--- config.mk ---
export PLATFORM = sky130hd
export DESIGN_NAME = sequenceur_compteur
export DESIGN_NICKNAME = d
export VERILOG_FILES = /design/src/rtl/sequenceur_compteur.sv
export SDC_FILE = /design/constraint.sdc
export NUM_CORES = 1
export LEC_CHECK = 0
export CORE_AREA = 8 8 94 96
export CTS_CLUSTER_DIAMETER = 30
export DETAILED_ROUTE_END_ITERATION = 12
export DIE_AREA = 0 0 102 104
export PLACE_DENSITY = 0.63
export SLEW_MARGIN = 20
export SYNTH_ARGS = -nofsm -noshare
export SYNTH_HDL_FRONTEND = slang
export SYNTH_SLANG_ARGS = --single-unit
--- constraint.sdc ---
create_clock -name count -period 4 [get_ports count]
set_clock_uncertainty 0.05 [all_clocks]
set_input_delay 0.4 -clock count [delete_from_list [all_inputs] [get_ports count]]
set_output_delay 0.4 -clock count [all_outputs]
set_load 0.02 [all_outputs]
--- src/rtl/sequenceur_compteur.sv ---
// sequenceur_compteur: control FSM for the 3-digit up/down counter.
// Button pulses and a direction level drive a bounded, signed 12-bit count.
// The count steps once per prescaled tick. maj is a one-cycle strobe for the
// downstream BCD split stage.
//
// Ports
//   count      in   system clock, rising edge
//   reset      in   synchronous active-high reset
//   btn_start  in   start/resume pulse
//   btn_stop   in   pause/stop pulse
//   btn_raz    in   clear-to-VAL_MIN pulse
//   btn_load   in   load pulse, samples load_val
//   load_val   in   signed 12-bit preset, clamped to [VAL_MIN, VAL_MAX]
//   dir        in   1 = count up, 0 = count down
//   compteur   out  signed 12-bit count (registered)
//   maj        out  high in the cycle compteur holds a new value
//   etat       out  00 ARRET, 01 COMPTE, 10 DECOMPTE, 11 PAUSE
//   sature     out  value sits at the bound of the running direction (WRAP=0)
//
// state    | meaning
// ARRET    | stopped, prescaler held at 0
// COMPTE   | running upward, prescaler counting
// DECOMPTE | running downward, prescaler counting
// PAUSE    | frozen, prescaler held at 0, start resumes per dir
module sequenceur_compteur #(
  parameter int PRESCALE = 50000000,
  parameter int VAL_MAX  = 999,
  parameter int VAL_MIN  = 0,
  parameter int WRAP     = 0
) (
  input  logic               count,
  input  logic               reset,
  input  logic               btn_start,
  input  logic               btn_stop,
  input  logic               btn_raz,
  input  logic               btn_load,
  input  logic signed [11:0] load_val,
  input  logic               dir,
  output logic signed [11:0] compteur,
  output logic               maj,
  output logic [1:0]         etat,
  output logic               sature
);

  localparam int PW = $clog2(PRESCALE);
  localparam logic [PW-1:0]      PRESC_LAST = PW'(PRESCALE - 1);
  localparam logic signed [11:0] MAX_V      = 12'(VAL_MAX);
  localparam logic signed [11:0] MIN_V      = 12'(VAL_MIN);

  typedef enum logic [1:0] {
    ARRET    = 2'b00,
    COMPTE   = 2'b01,
    DECOMPTE = 2'b10,
    PAUSE    = 2'b11
  } etat_t;

  etat_t              state, nxt_state;
  logic [PW-1:0]      presc, nxt_presc;
  logic signed [11:0] nxt_val, load_clamped, step_val;
  logic               running, tick, nxt_sat;

  assign running = (state == COMPTE) || (state == DECOMPTE);
  assign tick    = running && (presc == PRESC_LAST);
  assign etat    = state;

  always_comb begin
    load_clamped = load_val;
    if (load_val > MAX_V)      load_clamped = MAX_V;
    else if (load_val < MIN_V) load_clamped = MIN_V;
  end

  // Value the tick would produce in the current running direction; at a
  // bound it either wraps or holds.
  always_comb begin
    step_val = compteur;
    if (state == COMPTE) begin
      if (compteur >= MAX_V) step_val = (WRAP != 0) ? MIN_V : compteur;
      else                   step_val = compteur + 12'sd1;
    end else begin
      if (compteur <= MIN_V) step_val = (WRAP != 0) ? MAX_V : compteur;
      else                   step_val = compteur - 12'sd1;
    end
  end

  // Commands in priority order: raz > load > stop > start > tick step.
  always_comb begin
    nxt_state = state;
    nxt_val   = compteur;
    nxt_presc = '0;
    if (btn_raz) begin
      nxt_state = ARRET;
      nxt_val   = MIN_V;
    end else if (btn_load) begin
      nxt_val   = load_clamped;
    end else if (btn_stop) begin
      case (state)
        COMPTE, DECOMPTE: nxt_state = PAUSE;
        default:          nxt_state = ARRET;
      endcase
    end else if (btn_start && !running) begin
      nxt_state = dir ? COMPTE : DECOMPTE;
    end else if (running) begin
      if (tick) nxt_val = step_val;
      nxt_presc = tick ? '0 : presc + PW'(1);
      // Direction follows dir while running; the prescaler keeps its phase.
      nxt_state = dir ? COMPTE : DECOMPTE;
    end
  end

  always_comb begin
    nxt_sat = 1'b0;
    if (WRAP == 0) begin
      nxt_sat = ((nxt_state == COMPTE)   && (nxt_val == MAX_V)) ||
                ((nxt_state == DECOMPTE) && (nxt_val == MIN_V));
    end
  end

  always_ff @(posedge count) begin
    if (reset) begin
      state    <= ARRET;
      compteur <= MIN_V;
      presc    <= '0;
      maj      <= 1'b0;
      sature   <= 1'b0;
    end else begin
      state    <= nxt_state;
      compteur <= nxt_val;
      presc    <= nxt_presc;
      maj      <= (nxt_val != compteur);
      sature   <= nxt_sat;
    end
  end

endmodule
==> results.tsv, run 1 <==
stage	metric	value	unit
clock_tree	hold_buffers	0	
sta	fin_crit	3.69	ns
sta	hold_violations	0	
routing	vias_per_cell	5.49	
min_path	holdPathEnd	presc[0]$_SDFF_PP0_	
final_layout	diodes	0	
floorplanning	die_area	10600	um^2
setup_path	critPathMaxFanout	10	
clock_tree	htree_levels	2	
min_path	hp-class	reg -> reg	
routing	drcViolationCount	0	
final_layout	syn2layout_area_growth	20.0	%
synth	ys.flop_type	dfxtp_1	
sta	finalSetupViolations	0	
clock_tree	clock_latency	0.30	ns
grt	grt_max_degree	27	
sta	setup_slack	0.311	ns
power	power.total	928	uW
clock_tree	path_clk_slew	0.08	ns
routing	drt-wirelength-per-cell	16.0	um
synth	synth_common_cells	48 x nor2_1, 42 x dfxtp_1, 24 x nand2_1	
synth	seq_area_frac_synth	29.8	%
min_path	hold_depth	1	
floorplanning	core_region_area	7450	um^2
clock_tree	numCtsBuffers	5	
placed_design	numPortBuffers	34	
floorplanning	initial_utilization	37.9	%
placed_design	place_inst	488	
setup_path	r2r-start	compteur[0]$_SDFF_PP0_	
floorplanning	die_w	102	um
synth	synth_async_sr_flop_share	0	%
synth	synthTopCellsByArea	dfxtp_1 30%, nor2_1 6.4%, xor2_1 5.9%	
power	peakVddDrop	0.189	mV
placed_design	placed_area	3270	um^2
final_layout	nFillCells	779	
setup_path	timing.rr.end	sature$_SDFF_PP0_	
grt	grt-ovfl-total	0	
clock_tree	cts_tree	built	
routing	postRouteAntennaNets	0	
clock_tree	cts-root-buf	clkbuf_8	
sta	rsz0062_at_grt	false	
setup_path	worstRegToRegCells	10	
final_layout	drive_above_1_share	9.64	%
final_layout	final_util	45.5	%
grt	grt_use_total	15.3	%
setup_path	critPathLaunchType	register	
placed_design	dp_slack	0.380	ns
sta	relSlewSlack	60.2	%
setup_path	required	4.15	ns
routing	dr.pass1.iters	4	
sta	tns	0	ns
clock_tree	cts_resized	0	
final_layout	stdcell_count	496	
sta	hold_slack	0.413	ns
setup_path	cp.arrival	3.84	ns
synth	yosysTopAreaCell	dfxtp_1	
clock_tree	cts_max_path_buffers	2	
grt	antenna_found_initial	0	
floorplanning	num_rows	32	
setup_path	timing.critical_path.to_type	register	
min_path	hp-start	presc[0]$_SDFF_PP0_	
clock_tree	clkSinkCount	42	
placed_design	place_congestion	0.951	
setup_path	crit_type	reg -> reg	
final_layout	layout.nets	417	
grt	grt_pass1_vias	2637	
synth	syn_area	2820	um^2
synth	yosysMostFrequentCell	nor2_1	
synth	synth_edf_count	0	
synth	syn_area_per_cell	7.84	um^2
synth	synthCells	360	
floorplanning	dieHeight	104	um
setup_path	r2r_slack	0.31	ns
synth	yosysWarnings	0	
power	p_leak	1.18	nW
floorplanning	ios	35	
synth	synth_top_area_share	29.8	%
sta	tightest_slew	0.594	ns
final_layout	design_area	3390	um^2
synth	syn_nets	384	
routing	vias	2723	
power	power-per-cell-area	274	nW/um^2
synth	synth_seq_cells	42	
sta	max_freq	271	MHz
grt	grt_pass1_wl	13.1	mm
routing	drt-total-wl	7.94	mm
clock_tree	postCtsSetupBuffers	0	
routing	drt-initial-drc-count	201	
status	outcome	complete, no violations	
placed_design	hpwl	6.07	mm
sta	finalCritPeriodShare	92.2	%
flow_run	drv_cap	0	
sta	final-max-slew-violation-count	0	
synth	synth_cell_types	68	
[how the worst max path moves through the flow]
stage | startpoint | depth (start not counted) | to
2_1_floorplan | compteur[1]$_SDFF_PP0_ | 12 | sature$_SDFF_PP0_
3_3_place_gp | compteur[0]$_SDFF_PP0_ | 10 | sature$_SDFF_PP0_
3_5_place_dp | compteur[0]$_SDFF_PP0_ | 10 | sature$_SDFF_PP0_
4_1_cts | compteur[0]$_SDFF_PP0_ | 10 | sature$_SDFF_PP0_
5_1_grt | compteur[0]$_SDFF_PP0_ | 10 | sature$_SDFF_PP0_
6_report | compteur[0]$_SDFF_PP0_ | 10 | sature$_SDFF_PP0_
[cells by family (layout without fill, tap and decap cells)]
group	count (synthesis)	count (layout)	share of synthesized area, %
compound gates	83	83	20.8
xor+xnor	26	26	8.07
fa+ha+maj	5	5	2.22
buf+inv	34	68	5.27
flops	42	42	29.8
mux	2	2	0.754
simple gates	168	168	33.1
[state kept, by name, summed over array words and instances (netlist names)]
name	flops
sature	1
etat	2
compteur	12
maj	1
presc	26
[cell type report]
class                   count  area (um^2)  share of cell area [%]
repair buffers             43          408                    12.0
clock inverters             2         37.5                    1.11
well taps                 102          128                    3.77
clock buffers               6         72.6                    2.14
flip-flops and latches     42          841                    24.8
inverters                  17         63.8                    1.88
multi-input cells         284         1840                    54.2
[where the power goes]
group,switching [mW],total (mW),internal (mW)
Combinational,0.0832,0.156,0.0724
Sequential,0.0109,0.434,0.423
Clock,0.152,0.339,0.186
[routing by layer]
| metal | vias to the layer above | GRT usage [%] | wire (um) | share of wire, % |
|---|---|---|---|---|
| met2 | 89 | 25.3 | 3700 | 47 |
| li1 | 1377 | - | - | - |
| met4 | 0 | 5.04 | 139 | 1.8 |
| met1 | 1248 | 19.1 | 3530 | 44 |
| met3 | 9 | 3.21 | 563 | 7.1 |
| met5 | - | 0 | 0 | 0 |
[worst max-delay path, cell delays in order (launching register included)]
cell and delay (ns):
dfxtp_1 0.51, inv_1 0.16, ha_1 0.24, nor2b_1 0.16, a41oi_1 0.25, and4_1 0.44
nand2_2 0.10, a211o_1 0.32, or4b_1 0.52, or4_1 0.50, a2111oi_2 0.35
[cell usage in the layout (no fill, tap or decap), types with 4 or more instances in the layout]
cell type / n
nand4_1: 11
or3_1: 5
nor3_1: 8
a211oi_1: 4
dfxtp_1: 42
o21ai_0: 13
nand2_1: 24
clkbuf_8: 5
nor4_1: 6
clkdlybuf4s50_1: 34
inv_1: 15
or4_1: 5
and2_1: 6
xor2_1: 19
buf_4: 9
nor2_1: 48
a21oi_1: 23
xnor2_1: 7
nand3_2: 4
o31ai_1: 4
o21a_1: 4
and3_1: 12
and4_1: 5
ha_1: 5
nand3_1: 12
Power figures use the tool's default switching activity.
==> inputs of run 2 (changes only) <==
--- a/config.mk
+++ b/config.mk
@@ -5,10 +5,10 @@
 export SDC_FILE = /design/constraint.sdc
 export NUM_CORES = 1
 export LEC_CHECK = 0
-export CORE_AREA = 8 8 94 96
+export CORE_AREA = 5 5 91 93
 export CTS_CLUSTER_DIAMETER = 30
 export DETAILED_ROUTE_END_ITERATION = 12
-export DIE_AREA = 0 0 102 104
+export DIE_AREA = 0 0 96 98
 export PLACE_DENSITY = 0.63
 export SLEW_MARGIN = 20
 export SYNTH_ARGS = -nofsm -noshare
==> run 2 against run 1 <==
  * Sequential share of layout area is 0.32 points higher
  * Via count is 3.5% higher
  * Combinational power hardly changed
  * Cell count down 0.40%
  * Sequential power hardly changed
  * Setup slack gained 0.00080 ns
  * Clock power shrank 17%
  * Power decreased by 6.2%
  * Wire length up 0.81%
  * Hold slack better by 0.0020 ns
  * Cell area fell by 1.3%
  * Maximum frequency hardly changed
  * Critical endpoint unchanged
  * Largest cell class unchanged
==> results.tsv, run 2 (same netlist as run 1, synthesis figures left out) <==
stage	metric	value	unit
status	outcome	complete, no violations	
power	peakVddDrop	0.149	mV
power	power-per-cell-area	260	nW/um^2
setup_path	required	4.15	ns
floorplanning	num_rows	32	
final_layout	final_common_cell	nor2_1	
final_layout	layout.nets	415	
clock_tree	hold_buffers	0	
final_layout	drive_above_1_share	9.18	%
setup_path	cp_slowest_stage_delay	0.58	ns
sta	tightest_slew	0.657	ns
grt	grt_pass1_wl	12.8	mm
final_layout	largest_register_ff_count	26	
routing	drcViolationCount	0	
floorplanning	ios	35	
placed_design	hpwl	6.08	mm
final_layout	largest-register	presc	
final_layout	final_cell_mix	48 x nor2_1, 42 x dfxtp_1, 34 x clkdlybuf4s50_1, 24 x nand2_1, 23 x a21oi_1	
sta	relSlewSlack	56.1	%
clock_tree	numCtsBuffers	5	
clock_tree	htree_levels	2	
grt	antenna_found_initial	0	
flow_run	drv_cap	0	
placed_design	place_congestion	0.907	
grt	grt_use_total	17.1	%
sta	tns	0	ns
power	power.total	871	uW
setup_path	path_cells	inv_1 -> ha_1 -> nor2b_1 -> a41oi_1 -> and4_2 -> nand2_2 -> a211o_1 -> or4b_1 -> or4_1 -> a2111oi_2	
sta	rsz0062_at_grt	false	
sta	finalCritPeriodShare	92.2	%
clock_tree	clkSinkCount	42	
setup_path	timing.critical_path.to_type	register	
clock_tree	postCtsSetupBuffers	0	
floorplanning	dieHeight	98	um
floorplanning	die_area	9410	um^2
setup_path	crit_type	reg -> reg	
sta	fin_crit	3.69	ns
sta	hold_violations	0	
grt	grt_pass1_vias	2569	
setup_path	cp.arrival	3.84	ns
routing	postRouteAntennaNets	0	
routing	vias	2817	
routing	dr.pass1.iters	5	
clock_tree	cts-root-buf	clkbuf_8	
final_layout	diodes	0	
setup_path	critPathLaunchType	register	
routing	drt-total-wl	8.00	mm
setup_path	cp_slowest_cell	or4b_1	
clock_tree	cts_resized	0	
setup_path	critPathMaxFanout	10	
routing	vias_per_cell	5.70	
floorplanning	initial_utilization	37.9	%
routing	drt-initial-drc-count	241	
power	p_leak	1.16	nW
clock_tree	clock_latency	0.30	ns
sta	max_freq	271	MHz
min_path	hp-class	reg -> reg	
floorplanning	core_region_area	7450	um^2
grt	grt_max_degree	27	
floorplanning	die_w	96	um
placed_design	numPortBuffers	34	
clock_tree	path_clk_slew	0.09	ns
sta	final-max-slew-violation-count	0	
grt	grt-ovfl-total	0	
final_layout	syn2layout_area_growth	18.5	%
clock_tree	cts_tree	built	
routing	drt-wirelength-per-cell	16.2	um
sta	finalSetupViolations	0	
clock_tree	cts_max_path_buffers	2	
-- run 2: cell types whose count changed in the layout (fill, tap and decap cells not counted) --
cell / previous run / this run
and4_2: 0 / 1
and4_1: 5 / 4
clkinv_2: 0 / 1
buf_4: 9 / 7
clkinvlp_4: 1 / 0
clkinv_4: 0 / 1
nand3_2: 4 / 3
bufinv_16: 1 / 0
nand3_1: 12 / 13
-- run 2: final cells by class --
cell class / count / area (um^2)
inverter: 17 / 63.8
sequential: 42 / 841
tap: 102 / 128
clock buffer: 6 / 72.6
clock inverter: 2 / 13.8
fill: 791 / 4100
multi-input combinational: 284 / 1830
timing repair buffer: 41 / 393
-- run 2: path summary, 6_finish.rpt --
check	cells after the start	endpoint	start	slack, ns
hold / removal	1	presc[0]$_SDFF_PP0_	presc[0]$_SDFF_PP0_	0.41
setup reg to reg	10	sature$_SDFF_PP0_	compteur[0]$_SDFF_PP0_	0.31
setup / recovery	10	sature$_SDFF_PP0_	compteur[0]$_SDFF_PP0_	0.31
hold reg to reg	1	presc[0]$_SDFF_PP0_	presc[0]$_SDFF_PP0_	0.41
-- run 2: where the power goes --
| group | switching [mW] | internal [mW] | total [mW] | leakage, nW |
|---|---|---|---|---|
| sequential | 0.0108 | 0.423 | 0.434 | 0.340 |
| combinational | 0.0839 | 0.0712 | 0.155 | 0.777 |
| clock | 0.158 | 0.124 | 0.282 | 0.0452 |
| total | 0.253 | 0.618 | 0.871 | 1.16 |
-- run 2: per-stage QoR --
stage                     std cells  hold WS, ns  utilization (%)  area (um^2)  worst slack, ns
final                           494        0.415             44.9         3350            0.312
after global routing            494        0.466             44.9         3350           0.0617
after CTS                       494        0.422             44.9         3340            0.268
after detailed placement        486        0.401             43.8         3260            0.325
after global placement          486        0.390             43.8         3260            0.445
after floorplan                 360        0.376                -         2820            0.525
-- run 2: critical path, delay by kind of cell (launching register included) --
kind            cells  cell delay (ns)
compound gates      3             0.90
fa+ha+maj           1             0.25
flops               1             0.51
simple gates        5             1.72
buf+inv             1             0.17
-- run 2: metal layers --
metal / global-route usage (%) / share of wire (%) / up-vias
met1: 23.2 / 43 / 1282
met3: 3.93 / 9.5 / 18
met2: 26.3 / 45 / 135
met4: 6.24 / 2.5 / 0
li1: - / - / 1382
met5: 0 / 0 / -
==> inputs of run 3 (changes only) <==
--- a/config.mk
+++ b/config.mk
@@ -10,6 +10,7 @@
 export DETAILED_ROUTE_END_ITERATION = 12
 export DIE_AREA = 0 0 96 98
 export PLACE_DENSITY = 0.63
+export SETUP_SLACK_MARGIN = 0.4
 export SLEW_MARGIN = 20
 export SYNTH_ARGS = -nofsm -noshare
 export SYNTH_HDL_FRONTEND = slang
==> run 3 against run 2 <==
  * Wire length rose by 3.1%
  * Sequential share of layout area fell by 0.54 points
  * Critical path type unchanged
  * First-iteration DRC count rose by 26%
  * Non-clock buffer count rose by 4
  * Largest cell class unchanged
  * Clock power barely moved
  * Largest power group unchanged
==> results.tsv, run 3 (same netlist as run 1, synthesis figures left out) <==
stage	metric	value	unit
power	p_leak	1.19	nW
placed_design	place_inst	486	
power	p_clk_share	32.3	%
sta	fin_crit	3.40	ns
floorplanning	die_area	9410	um^2
routing	vias	2870	
routing	dr.pass1.iters	5	
sta	tightest_slew	0.651	ns
min_path	hp-class	reg -> reg	
min_path	hp-start	presc[0]$_SDFF_PP0_	
clock_tree	numCtsBuffers	5	
sta	hold_violations	0	
setup_path	cp.arrival	3.56	ns
setup_path	startpoint	compteur[0]$_SDFF_PP0_	
sta	setup_slack	0.595	ns
sta	max_freq	294	MHz
status	outcome	complete, no violations	
final_layout	nFillCells	782	
placed_design	dp_slack	0.325	ns
floorplanning	die_w	96	um
sta	tns	0	ns
final_layout	multi_input_area	1900	um^2
final_layout	design_area	3440	um^2
setup_path	required	4.16	ns
floorplanning	initial_utilization	37.9	%
flow_run	drv_cap	0	
final_layout	largest-register	presc	
final_layout	final_common_cell	nor2_1	
final_layout	regArea	847	um^2
sta	finalCritPeriodShare	85.1	%
grt	grt_pass1_vias	2569	
clock_tree	clkSinkCount	42	
final_layout	syn2layout_area_growth	22.0	%
setup_path	crit_type	reg -> reg	
power	power.total	877	uW
placed_design	place_congestion	0.907	
final_layout	largest_register_ff_count	26	
grt	grt_pass1_wl	12.8	mm
clock_tree	htree_levels	2	
routing	postRouteAntennaNets	0	
sta	final-max-slew-violation-count	0	
floorplanning	dieHeight	98	um
clock_tree	cts_max_path_buffers	2	
routing	drt-total-wl	8.25	mm
power	pwr-share-seq	49.5	%
final_layout	final_cell_mix	48 x nor2_1, 39 x dfxtp_1, 34 x clkdlybuf4s50_1, 24 x nand2_1, 23 x a21oi_1	
power	combPwrFrac	18.2	%
placed_design	placed_area	3260	um^2
clock_tree	hold_buffers	0	
final_layout	drive_above_1_share	12.6	%
setup_path	critPathMaxFanout	9	
clock_tree	path_clk_slew	0.09	ns
floorplanning	ios	35	
placed_design	hpwl	6.08	mm
grt	grt_max_degree	27	
grt	grt_use_total	17.1	%
final_layout	layout.nets	420	
routing	vias_per_cell	5.75	
setup_path	timing.critical_path.to_type	register	
power	peakVddDrop	0.140	mV
floorplanning	core_region_area	7450	um^2
sta	hold_slack	0.415	ns
power	netSwitchingFraction	29.3	%
clock_tree	cts-root-buf	clkbuf_8	
power	power-per-cell-area	255	nW/um^2
floorplanning	num_rows	32	
setup_path	r2r-start	compteur[0]$_SDFF_PP0_	
routing	drcViolationCount	0	
clock_tree	clock_latency	0.30	ns
power	switching_power	257	uW
final_layout	diodes	0	
grt	grt-ovfl-total	0	
sta	relSlewSlack	56.5	%
sta	rsz0062_at_grt	false	
power	p_int	620	uW
grt	antenna_found_initial	0	
routing	drt-wirelength-per-cell	16.5	um
routing	drt-initial-drc-count	304	
sta	finalSetupViolations	0	
setup_path	critPathLaunchType	register	
placed_design	numPortBuffers	34	
clock_tree	cts_tree	built	
final_layout	stdcell_count	499	
final_layout	final_util	46.3	%
[run 3: cell type report]
class | count | share of cell area, %
Multi-Input combinational cell | 285 | 55.1
Tap cell | 102 | 3.71
Clock inverter | 2 | 0.400
Sequential cell | 42 | 24.6
Inverter | 17 | 1.85
Clock buffer | 6 | 2.11
Timing Repair Buffer | 45 | 12.3
[run 3: critical path, cell delays in order, from the launching register on]
cell and delay (ns):
dfxtp_4 0.41, inv_1 0.11, ha_1 0.24, nor2b_1 0.17, a41oi_2 0.20, nand4_1 0.35, nor4_1 0.35, o31ai_1 0.16
or4_1 0.51, or4_1 0.42, a2111oi_2 0.35
[run 3: layer usage]
layer	GRT usage [%]	part of all wire (%)
met3	3.93	8.6
met5	0	0
met4	6.24	2.4
met1	23.2	44
met2	26.3	45
[run 3: what timing repair did]
action	4_1_cts	5_1_grt
pin swaps	0	6
resized for setup	2	12
cloned	0	1
buffers inserted	0	4
endpoints found under the setup margin	1	1
[run 3: final timing paths]
path / endpoint / slack, ns / cells past startpoint
worst min-delay path: presc[0]$_SDFF_PP0_ / 0.41 / 1
worst min register to register: presc[0]$_SDFF_PP0_ / 0.41 / 1
worst max-delay path: sature$_SDFF_PP0_ / 0.60 / 10
worst max register to register: sature$_SDFF_PP0_ / 0.60 / 10
[run 3: power by group through the flow]
stage	Sequential (mW)	Combinational, mW	Clock [mW]
2_1_floorplan	0.445	0.0899	0
3_3_place_gp	0.444	0.152	0
3_5_place_dp	0.444	0.152	0
4_1_cts	0.434	0.153	0.294
5_1_grt	0.436	0.173	0.308
6_report	0.434	0.160	0.283
